## src/rtl/xc20xx_config_loader_pkg.sv

```systemverilog
// xc20xx_cfg_pkg: shared types and constants for the XC20XX configuration loader.
//   cfg_state_t   - loader FSM states
//   SYNC_PATTERN  - 8-bit preamble tail that starts a bitstream
//   HTAIL_PATTERN - 4 bits that close the header after the length count
//   POST_PATTERN  - 4-bit postamble after the last frame
//   LEN_W         - width of the length-count field
//   STOP_BITS     - stop bits per frame
package xc20xx_cfg_pkg;

    typedef enum logic [3:0] {
        S_SYNC, S_LEN, S_HTAIL, S_START, S_DATA, S_STOP,
        S_POST, S_SU1, S_SU2, S_SU3, S_CFGD, S_FAIL
    } cfg_state_t;

    localparam logic [7:0] SYNC_PATTERN  = 8'b1111_0010;
    localparam logic [3:0] HTAIL_PATTERN = 4'b1111;
    localparam logic [3:0] POST_PATTERN  = 4'b0111;
    localparam int         LEN_W         = 24;
    localparam int         STOP_BITS     = 3;

endpackage

```

## src/rtl/xc20xx_config_loader_if.sv

```systemverilog
// xc20xx_cfg_if: serial-in / frame-out bundle of the configuration loader.
//   DIN          - serial bitstream into the loader
//   FRAME_DATA   - last completed frame, first-received bit in MSB
//   FRAME_ADDR   - 0-based index of the frame on FRAME_DATA
//   FRAME_VALID  - one-cycle strobe, no backpressure
//   DONE/ERR     - configuration complete / sticky format or length error
//   GTS/GSR      - global tristate and global set/reset, active-high
// master: the loader.  slave: the configuration memory / fabric side.
interface xc20xx_cfg_if #(
    parameter int FRAME_BITS = 71,
    parameter int ADDR_W     = 8
);
    logic                  DIN;
    logic [FRAME_BITS-1:0] FRAME_DATA;
    logic [ADDR_W-1:0]     FRAME_ADDR;
    logic                  FRAME_VALID;
    logic                  DONE;
    logic                  ERR;
    logic                  GTS;
    logic                  GSR;

    modport master (
        input  DIN,
        output FRAME_DATA, FRAME_ADDR, FRAME_VALID, DONE, ERR, GTS, GSR
    );

    modport slave (
        output DIN,
        input  FRAME_DATA, FRAME_ADDR, FRAME_VALID, DONE, ERR, GTS, GSR
    );
endinterface

```

## src/rtl/xc20xx_config_loader_shifter.sv

```systemverilog
// xc20xx_cfg_shifter: frame data shift register with data-bit counter.
//   i_clk, i_rst - clock, async active-high reset
//   i_shift      - load strobe: shift i_din in this cycle
//   i_din        - serial data bit
//   o_data       - shift register contents, first bit shifted in ends in MSB
//   o_done       - high while the last data bit of a frame is being shifted
module xc20xx_cfg_shifter #(
    parameter int FRAME_BITS = 71
) (
    input  logic                  i_clk,
    input  logic                  i_rst,
    input  logic                  i_shift,
    input  logic                  i_din,
    output logic [FRAME_BITS-1:0] o_data,
    output logic                  o_done
);
    localparam int CNT_W = $clog2(FRAME_BITS + 1);

    logic [FRAME_BITS-1:0] r_data;
    logic [CNT_W-1:0]      r_cnt;

    assign o_data = r_data;
    assign o_done = i_shift && (r_cnt == CNT_W'(FRAME_BITS - 1));

    always_ff @(posedge i_clk or posedge i_rst) begin
        if (i_rst) begin
            r_data <= '0;
            r_cnt  <= '0;
        end else if (i_shift) begin
            r_data <= {r_data[FRAME_BITS-2:0], i_din};
            r_cnt  <= o_done ? '0 : r_cnt + 1'b1;
        end
    end
endmodule

```

## src/rtl/xc20xx_config_loader.sv

```systemverilog
// xc20xx_config_loader: deframes the serial XC20XX bitstream, emits one
// parallel frame per FRAME_VALID pulse and sequences startup (DONE, then GTS
// release, then GSR release).
//   CLK  - configuration clock, DIN sampled on rising edge
//   RST  - asynchronous reset, active-high
//   bus  - xc20xx_cfg_if.master (DIN in; frame, DONE, ERR, GTS, GSR out)
// Build option: XC20XX_CFG_LENCHECK_EN enables the bit-count vs. length-field
// comparison on the last postamble bit; without it the length field is only
// consumed and no bit counter exists.
module xc20xx_config_loader
    import xc20xx_cfg_pkg::*;
#(
    parameter int FRAME_BITS = 71,
    parameter int NUM_FRAMES = 160,
    parameter int ADDR_W     = $clog2(NUM_FRAMES)
) (
    input logic         CLK,
    input logic         RST,
    xc20xx_cfg_if.master bus
);
    cfg_state_t            r_state, w_next;
    logic [6:0]            r_hist;
    logic [4:0]            r_cnt;
    logic [ADDR_W-1:0]     r_idx;
    logic [FRAME_BITS-1:0] r_frame_data;
    logic [ADDR_W-1:0]     r_frame_addr;
    logic                  r_frame_valid;

    logic [FRAME_BITS-1:0] w_sh_data;
    logic                  w_sh_done;
    logic                  w_frame_end;
    logic                  w_len_ok;
    logic                  w_counting;
    logic [1:0]            w_nib;

    // Pattern bits are checked MSB first, so bit index = 3 - r_cnt.
    assign w_nib       = ~r_cnt[1:0];
    assign w_frame_end = (r_state == S_STOP) && bus.DIN &&
                         (r_cnt == 5'(STOP_BITS - 1));
    assign w_counting  = (r_state == S_LEN) || (r_state == S_HTAIL) ||
                         (r_state == S_STOP) || (r_state == S_POST);

    xc20xx_cfg_shifter #(.FRAME_BITS(FRAME_BITS)) u_shifter (
        .i_clk   (CLK),
        .i_rst   (RST),
        .i_shift (r_state == S_DATA),
        .i_din   (bus.DIN),
        .o_data  (w_sh_data),
        .o_done  (w_sh_done)
    );

`ifdef XC20XX_CFG_LENCHECK_EN
    logic [LEN_W-1:0] r_len;
    logic [LEN_W-1:0] r_bit_cnt;
    logic             w_in_body;

    // Every bit from the first length bit through the last postamble bit.
    assign w_in_body = (r_state == S_LEN) || (r_state == S_HTAIL) ||
                       (r_state == S_START) || (r_state == S_DATA) ||
                       (r_state == S_STOP) || (r_state == S_POST);
    // r_bit_cnt does not yet include the bit being sampled, hence +1.
    assign w_len_ok  = (r_bit_cnt + LEN_W'(1)) == r_len;

    always_ff @(posedge CLK or posedge RST) begin
        if (RST) begin
            r_len     <= '0;
            r_bit_cnt <= '0;
        end else begin
            if (r_state == S_LEN) r_len <= {r_len[LEN_W-2:0], bus.DIN};
            if (w_in_body)        r_bit_cnt <= r_bit_cnt + LEN_W'(1);
        end
    end
`else
    assign w_len_ok = 1'b1;
`endif

    // State register
    always_ff @(posedge CLK or posedge RST) begin
        if (RST) r_state <= S_SYNC;
        else     r_state <= w_next;
    end

    // Next-state logic
    always_comb begin
        w_next = r_state;
        case (r_state)
            S_SYNC:  if ({r_hist, bus.DIN} == SYNC_PATTERN) w_next = S_LEN;
            S_LEN:   if (r_cnt == 5'(LEN_W - 1)) w_next = S_HTAIL;
            S_HTAIL: begin
                if (bus.DIN != HTAIL_PATTERN[w_nib]) w_next = S_FAIL;
                else if (r_cnt == 5'd3)              w_next = S_START;
            end
            S_START: w_next = bus.DIN ? S_FAIL : S_DATA;
            S_DATA:  if (w_sh_done) w_next = S_STOP;
            S_STOP: begin
                if (!bus.DIN) w_next = S_FAIL;
                else if (w_frame_end)
                    w_next = (r_idx == ADDR_W'(NUM_FRAMES - 1)) ? S_POST : S_START;
            end
            S_POST: begin
                if (bus.DIN != POST_PATTERN[w_nib]) w_next = S_FAIL;
                else if (r_cnt == 5'd3)             w_next = w_len_ok ? S_SU1 : S_FAIL;
            end
            S_SU1:   w_next = S_SU2;
            S_SU2:   w_next = S_SU3;
            S_SU3:   w_next = S_CFGD;
            S_CFGD:  w_next = S_CFGD;
            S_FAIL:  w_next = S_FAIL;
            default: w_next = S_FAIL;
        endcase
    end

    // Startup/status outputs decoded from state
    always_comb begin
        bus.DONE = 1'b0;
        bus.GTS  = 1'b1;
        bus.GSR  = 1'b1;
        bus.ERR  = 1'b0;
        case (r_state)
            S_SU1: bus.DONE = 1'b1;
            S_SU2: begin
                bus.DONE = 1'b1;
                bus.GTS  = 1'b0;
            end
            S_SU3, S_CFGD: begin
                bus.DONE = 1'b1;
                bus.GTS  = 1'b0;
                bus.GSR  = 1'b0;
            end
            S_FAIL: bus.ERR = 1'b1;
            default: ;
        endcase
    end

    // Datapath: sync history, field counter, frame index and frame outputs.
    // r_cnt restarts on every state change so each field counts from 0.
    always_ff @(posedge CLK or posedge RST) begin
        if (RST) begin
            r_hist        <= '0;
            r_cnt         <= '0;
            r_idx         <= '0;
            r_frame_data  <= '0;
            r_frame_addr  <= '0;
            r_frame_valid <= 1'b0;
        end else begin
            if (r_state == S_SYNC) r_hist <= {r_hist[5:0], bus.DIN};

            if (w_next != r_state) r_cnt <= '0;
            else if (w_counting)   r_cnt <= r_cnt + 5'd1;

            r_frame_valid <= w_frame_end;
            if (w_frame_end) begin
                r_frame_data <= w_sh_data;
                r_frame_addr <= r_idx;
                if (r_idx != ADDR_W'(NUM_FRAMES - 1)) r_idx <= r_idx + 1'b1;
            end
        end
    end

    assign bus.FRAME_DATA  = r_frame_data;
    assign bus.FRAME_ADDR  = r_frame_addr;
    assign bus.FRAME_VALID = r_frame_valid;
endmodule

```

## src/flat_wrapper.sv

```systemverilog
// flat-port wrapper written by rule: the top's interface ports become plain ports
module xc20xx_config_loader_flat import xc20xx_cfg_pkg::*;
#(
    parameter int FRAME_BITS = 71,
    parameter int NUM_FRAMES = 160,
    parameter int ADDR_W     = $clog2(NUM_FRAMES)
)
  (CLK, RST, bus_DIN, bus_FRAME_DATA, bus_FRAME_ADDR, bus_FRAME_VALID, bus_DONE, bus_ERR, bus_GTS, bus_GSR);
  xc20xx_cfg_if #(.FRAME_BITS(FRAME_BITS), .ADDR_W(ADDR_W)) bus_i ();
  input logic CLK;
  input logic RST;
  input wire logic [$bits(bus_i.DIN)-1:0] bus_DIN;
  output wire logic [$bits(bus_i.FRAME_DATA)-1:0] bus_FRAME_DATA;
  output wire logic [$bits(bus_i.FRAME_ADDR)-1:0] bus_FRAME_ADDR;
  output wire logic [$bits(bus_i.FRAME_VALID)-1:0] bus_FRAME_VALID;
  output wire logic [$bits(bus_i.DONE)-1:0] bus_DONE;
  output wire logic [$bits(bus_i.ERR)-1:0] bus_ERR;
  output wire logic [$bits(bus_i.GTS)-1:0] bus_GTS;
  output wire logic [$bits(bus_i.GSR)-1:0] bus_GSR;
  assign bus_i.DIN = bus_DIN;
  assign bus_FRAME_DATA = bus_i.FRAME_DATA;
  assign bus_FRAME_ADDR = bus_i.FRAME_ADDR;
  assign bus_FRAME_VALID = bus_i.FRAME_VALID;
  assign bus_DONE = bus_i.DONE;
  assign bus_ERR = bus_i.ERR;
  assign bus_GTS = bus_i.GTS;
  assign bus_GSR = bus_i.GSR;
  xc20xx_config_loader #(.FRAME_BITS(FRAME_BITS), .NUM_FRAMES(NUM_FRAMES), .ADDR_W(ADDR_W)) u_core (.CLK(CLK), .RST(RST), .bus(bus_i));
endmodule
```

## config.mk

```make
export PLATFORM = sky130hd
export DESIGN_NAME = xc20xx_config_loader_flat
export DESIGN_NICKNAME = d
export VERILOG_FILES = /design/src/rtl/xc20xx_config_loader_pkg.sv /design/src/rtl/xc20xx_config_loader_if.sv /design/src/rtl/xc20xx_config_loader_shifter.sv /design/src/rtl/xc20xx_config_loader.sv /design/src/flat_wrapper.sv
export SDC_FILE = /design/constraint.sdc
export NUM_CORES = 1
export LEC_CHECK = 0
export BUFFER_PORTS_ARGS = -buffer_cell sky130_fd_sc_hd__clkbuf_2
export CAP_MARGIN = 25
export CORE_UTILIZATION = 40
export CTS_BUF_LIST = sky130_fd_sc_hd__clkbuf_4 sky130_fd_sc_hd__clkbuf_8
export DETAILED_ROUTE_END_ITERATION = 8
export GPL_TIMING_DRIVEN = 0
export HOLD_SLACK_MARGIN = 0.1
export PLACE_DENSITY = 0.65
export SYNTH_ARGS = -nofsm -noshare
export SYNTH_HDL_FRONTEND = slang
export SYNTH_SLANG_ARGS = --single-unit
```

## constraint.sdc

```tcl
create_clock -name CLK -period 6.43 [get_ports CLK]
set_input_delay 0.643 -clock CLK [delete_from_list [all_inputs] [get_ports CLK]]
set_output_delay 0.643 -clock CLK [all_outputs]
set_load 0.01 [all_outputs]
```

==> key figures <==
Status
  – Outcome: finished, violations left
  – Failing checks: DRC

Detailed routing
  – Detailed Routing Iterations Pass 1: 9
  – Wire length on met2: 6.84 mm
  – Top Layer Used: met4
  – Final WL: 14.9 mm
  – DRC: 16
  – Via count: 5439
  – ANT nets after route: 0
  – Wirelength per Cell: 12.8 um
  – DRT met1 WL: 7.37 mm
  – Met3 routed WL: 470 um
  – Routed vias/inst: 4.69
  – 1st-iter DRT viols: 337

Pwr
  – Combinational share of power: 0.071
  – Psw: 0.000523 W
  – Clock share of power: 0.419
  – Tot Pwr: 0.00227 W
  – Sequential share of power: 0.510
  – Peak VDD IR: 0.143 mV
  – Internal power: 0.00175 W
  – Pleak: 4.87 nW
  – Net Sw Frac: 0.230
  – Pwr/cell area: 262 nW/um^2

Floorplan
  – # IOs: 87
  – Initial Util: 0.410
  – Core area: 18100 um^2
  – Row cnt: 49
  – Die extent in x: 138 um
  – Die area: 19100 um^2
  – Die height: 138 um

Synth
  – Mean post-synth cell area: 9.11 um^2
  – Post-synth cell types: 50
  – Mapped cell area: 7420 um^2
  – Cell accounting for the most synthesized area: dfrtp_1
  – Top cells by area, synth: dfrtp_1 61%, nand2_1 23%, mux2_2 1.2%
  – Syn Nets: 823
  – Area share of the largest cell type after synthesis: 0.614
  – Register bit total from synthesis: 182
  – Synth Warn #: 0
  – Cells after Synth: 814
  – Number of flops mapped to enable cells by yosys: 0
  – Ys flop type: dfrtp_1
  – Sequential area share after synthesis: 0.614
  – Asr flop ratio synth: 1.00

Global routing
  – Antenna violations before repair: 0
  – Largest net degree at the start of global routing: 129
  – First-pass GRT wire length: 25.6 mm
  – GRT overflow: 0
  – Vias in the first global route: 5152
  – GRT Util Overall: 0.167

Placement
  – Placement Cell Area: 8160 um^2
  – RD Place Congestion: 0.864
  – Port buffer count: 85
  – Post-DP HPWL: 9.89 mm

Clock tree
  – Clock sink count: 182
  – Skew-Pair Late Insertion Delay: 460 ps
  – CTS tree: done
  – CTS Hold Bufs: 0
  – Post-CTS sizing: 0
  – Clk buf depth: 2
  – H-tree depth: 4
  – CTS root buf: clkbuf_8
  – Clk slew on worst S/H paths: 100 ps
  – Inserted Clock Buffers: 17
  – Setup repair bufs after CTS: 0

Finish
  – Layout area overhead: 16.8%
  – Antenna diode count: 0
  – Layout cells sized above 1: 0.166
  – Nets@finish: 928
  – Cell area after layout: 8660 um^2

STA
  – Slew headroom: 0.580
  – Clk_skew: 14.2 ps
  – Worst-Margin Slew: 631 ps
  – Max Slew Vio Count: 0
  – Final Hold Vio Count: 0
  – RSZ-0062 raised after global routing: no
  – Final period utilization: 0.393
  – Setup-failing EPs final: 0
  – Setup TNS: 0 ps
  – Post-layout minimum cycle time: 2530 ps
  – F_max: 396 MHz

Worst setup path
  – Required time worst endpoint: 5790 ps
  – Crit start category: flip-flop
  – Crit path max fanout: 10
  – Crit Path Category: flip-flop to output port
  – Crit end category: output port
  – Critical Path AT: 1880 ps

Worst hold path
  – Worst hold path type: input port to asynchronous set/reset pin

Run
  – MaxCap Viol Count: 0
-- state kept, by name, indices dropped and copies added (netlist names) --
name	count
u_core.bus.FRAME_DATA	71
u_core.u_shifter.o_data	71
u_core.bus.FRAME_ADDR	8
u_core.r_idx	8
u_core.r_hist	7
u_core.u_shifter.r_cnt	7
u_core.r_cnt	5
u_core.r_state	4
u_core.bus.FRAME_VALID	1
-- path summary, 6_finish.rpt --
check,slack (ps),end,depth (start not counted),startpoint
max in group asynchronous,5310,u_core.u_shifter.o_data[50]$_DFFE_PP0P_,3,RST
hold / removal,180,u_core.bus.FRAME_ADDR[2]$_DFFE_PP0P_,2,RST
setup reg to reg,4140,u_core.r_cnt[0]$_DFFE_PP0P_,7,u_core.r_idx[0]$_DFFE_PP0P_
min in group CLK,480,u_core.bus.FRAME_DATA[17]$_DFFE_PP0P_,2,u_core.bus.FRAME_DATA[17]$_DFFE_PP0P_
hold reg to reg,480,u_core.bus.FRAME_DATA[17]$_DFFE_PP0P_,2,u_core.bus.FRAME_DATA[17]$_DFFE_PP0P_
setup / recovery,3900,bus_DONE,5,u_core.r_state[3]$_DFF_PP0_
-- cell type report --
class,instances,area (um^2)
fillers,1707,9420
flip-flops and latches,182,4550
multi-input cells,582,2650
repair buffers,86,453
well taps,229,287
clock buffers,21,283
clock inverters,10,216
plain buffers,41,178
inverters,9,41.3
-- kinds of logic after synthesis --
logic type      synth area share
compound gates            0.0310
xor+xnor                  0.0189
fa+ha+maj                 0.0101
buf+inv                   0.0285
flops                      0.614
mux                       0.0135
simple gates               0.284
-- critical path, stage by stage (launching register included) --
cell and delay, ps:
dfrtp_1 330, buf_2 200, buf_1 380, nand3_1 200, o21ai_0 140, clkbuf_2 170
-- synth_stat cells, types with 6 or more instances --
library cell and number:
buf_2 15, nand2_1 463, dfrtp_1 182, ha_1 6, inv_1 8, xor2_1 6
nor2_1 13, nand4_1 10, xnor2_1 10, mux2_2 8, o21ai_0 11, clkbuf_1 23
-- per-stage QoR --
stage | utilization | setup WS, ps | std cells | hold slack [ps]
floorplan | - | 843 | 814 | 439
global placement | 0.449 | -1200 | 1128 | 458
detailed placement | 0.451 | 4180 | 1129 | 461
CTS | 0.479 | 3880 | 1160 | 175
global route | 0.479 | 3810 | 1160 | 195
finish | 0.479 | 3900 | 1160 | 176
-- power by group through the flow --
stage | clock [W] | combinational [W] | sequential [W]
after global routing | 0.00102 | 0.000179 | 0.00116
after CTS | 0.000975 | 0.000163 | 0.00116
after floorplan | 0 | 0.000115 | 0.00118
after global placement | 0 | 0.000160 | 0.00118
after detailed placement | 0 | 0.000161 | 0.00118
final | 0.000950 | 0.000162 | 0.00116
-- cells in the final DEF, fill, tap and decap left out, drive strengths merged, types with 2 or more instances in the layout --
cell,instances
mux2,8
o41ai,2
bufinv,6
buf,18
a311o,2
nand2,463
nor3b,3
or3,2
nor3,6
xor2,6
o22ai,2
o31ai,2
clkbuf,130
nand3b,2
ha,6
or2,2
and3,4
inv,11
nand3,3
nand4,10
dfrtp,182
o21ai,13
o211ai,2
a31oi,2
a21oi,4
xnor2,10
nor4b,2
nor2,14
-- layer usage --
metal | vias to the layer above | global-route usage
met2 | 88 | 0.256
met3 | 14 | 0.0433
met5 | - | 0
li1 | 2756 | -
met4 | 0 | 0.0550
met1 | 2581 | 0.232
Note: power is estimated with default switching activity, not from simulation.
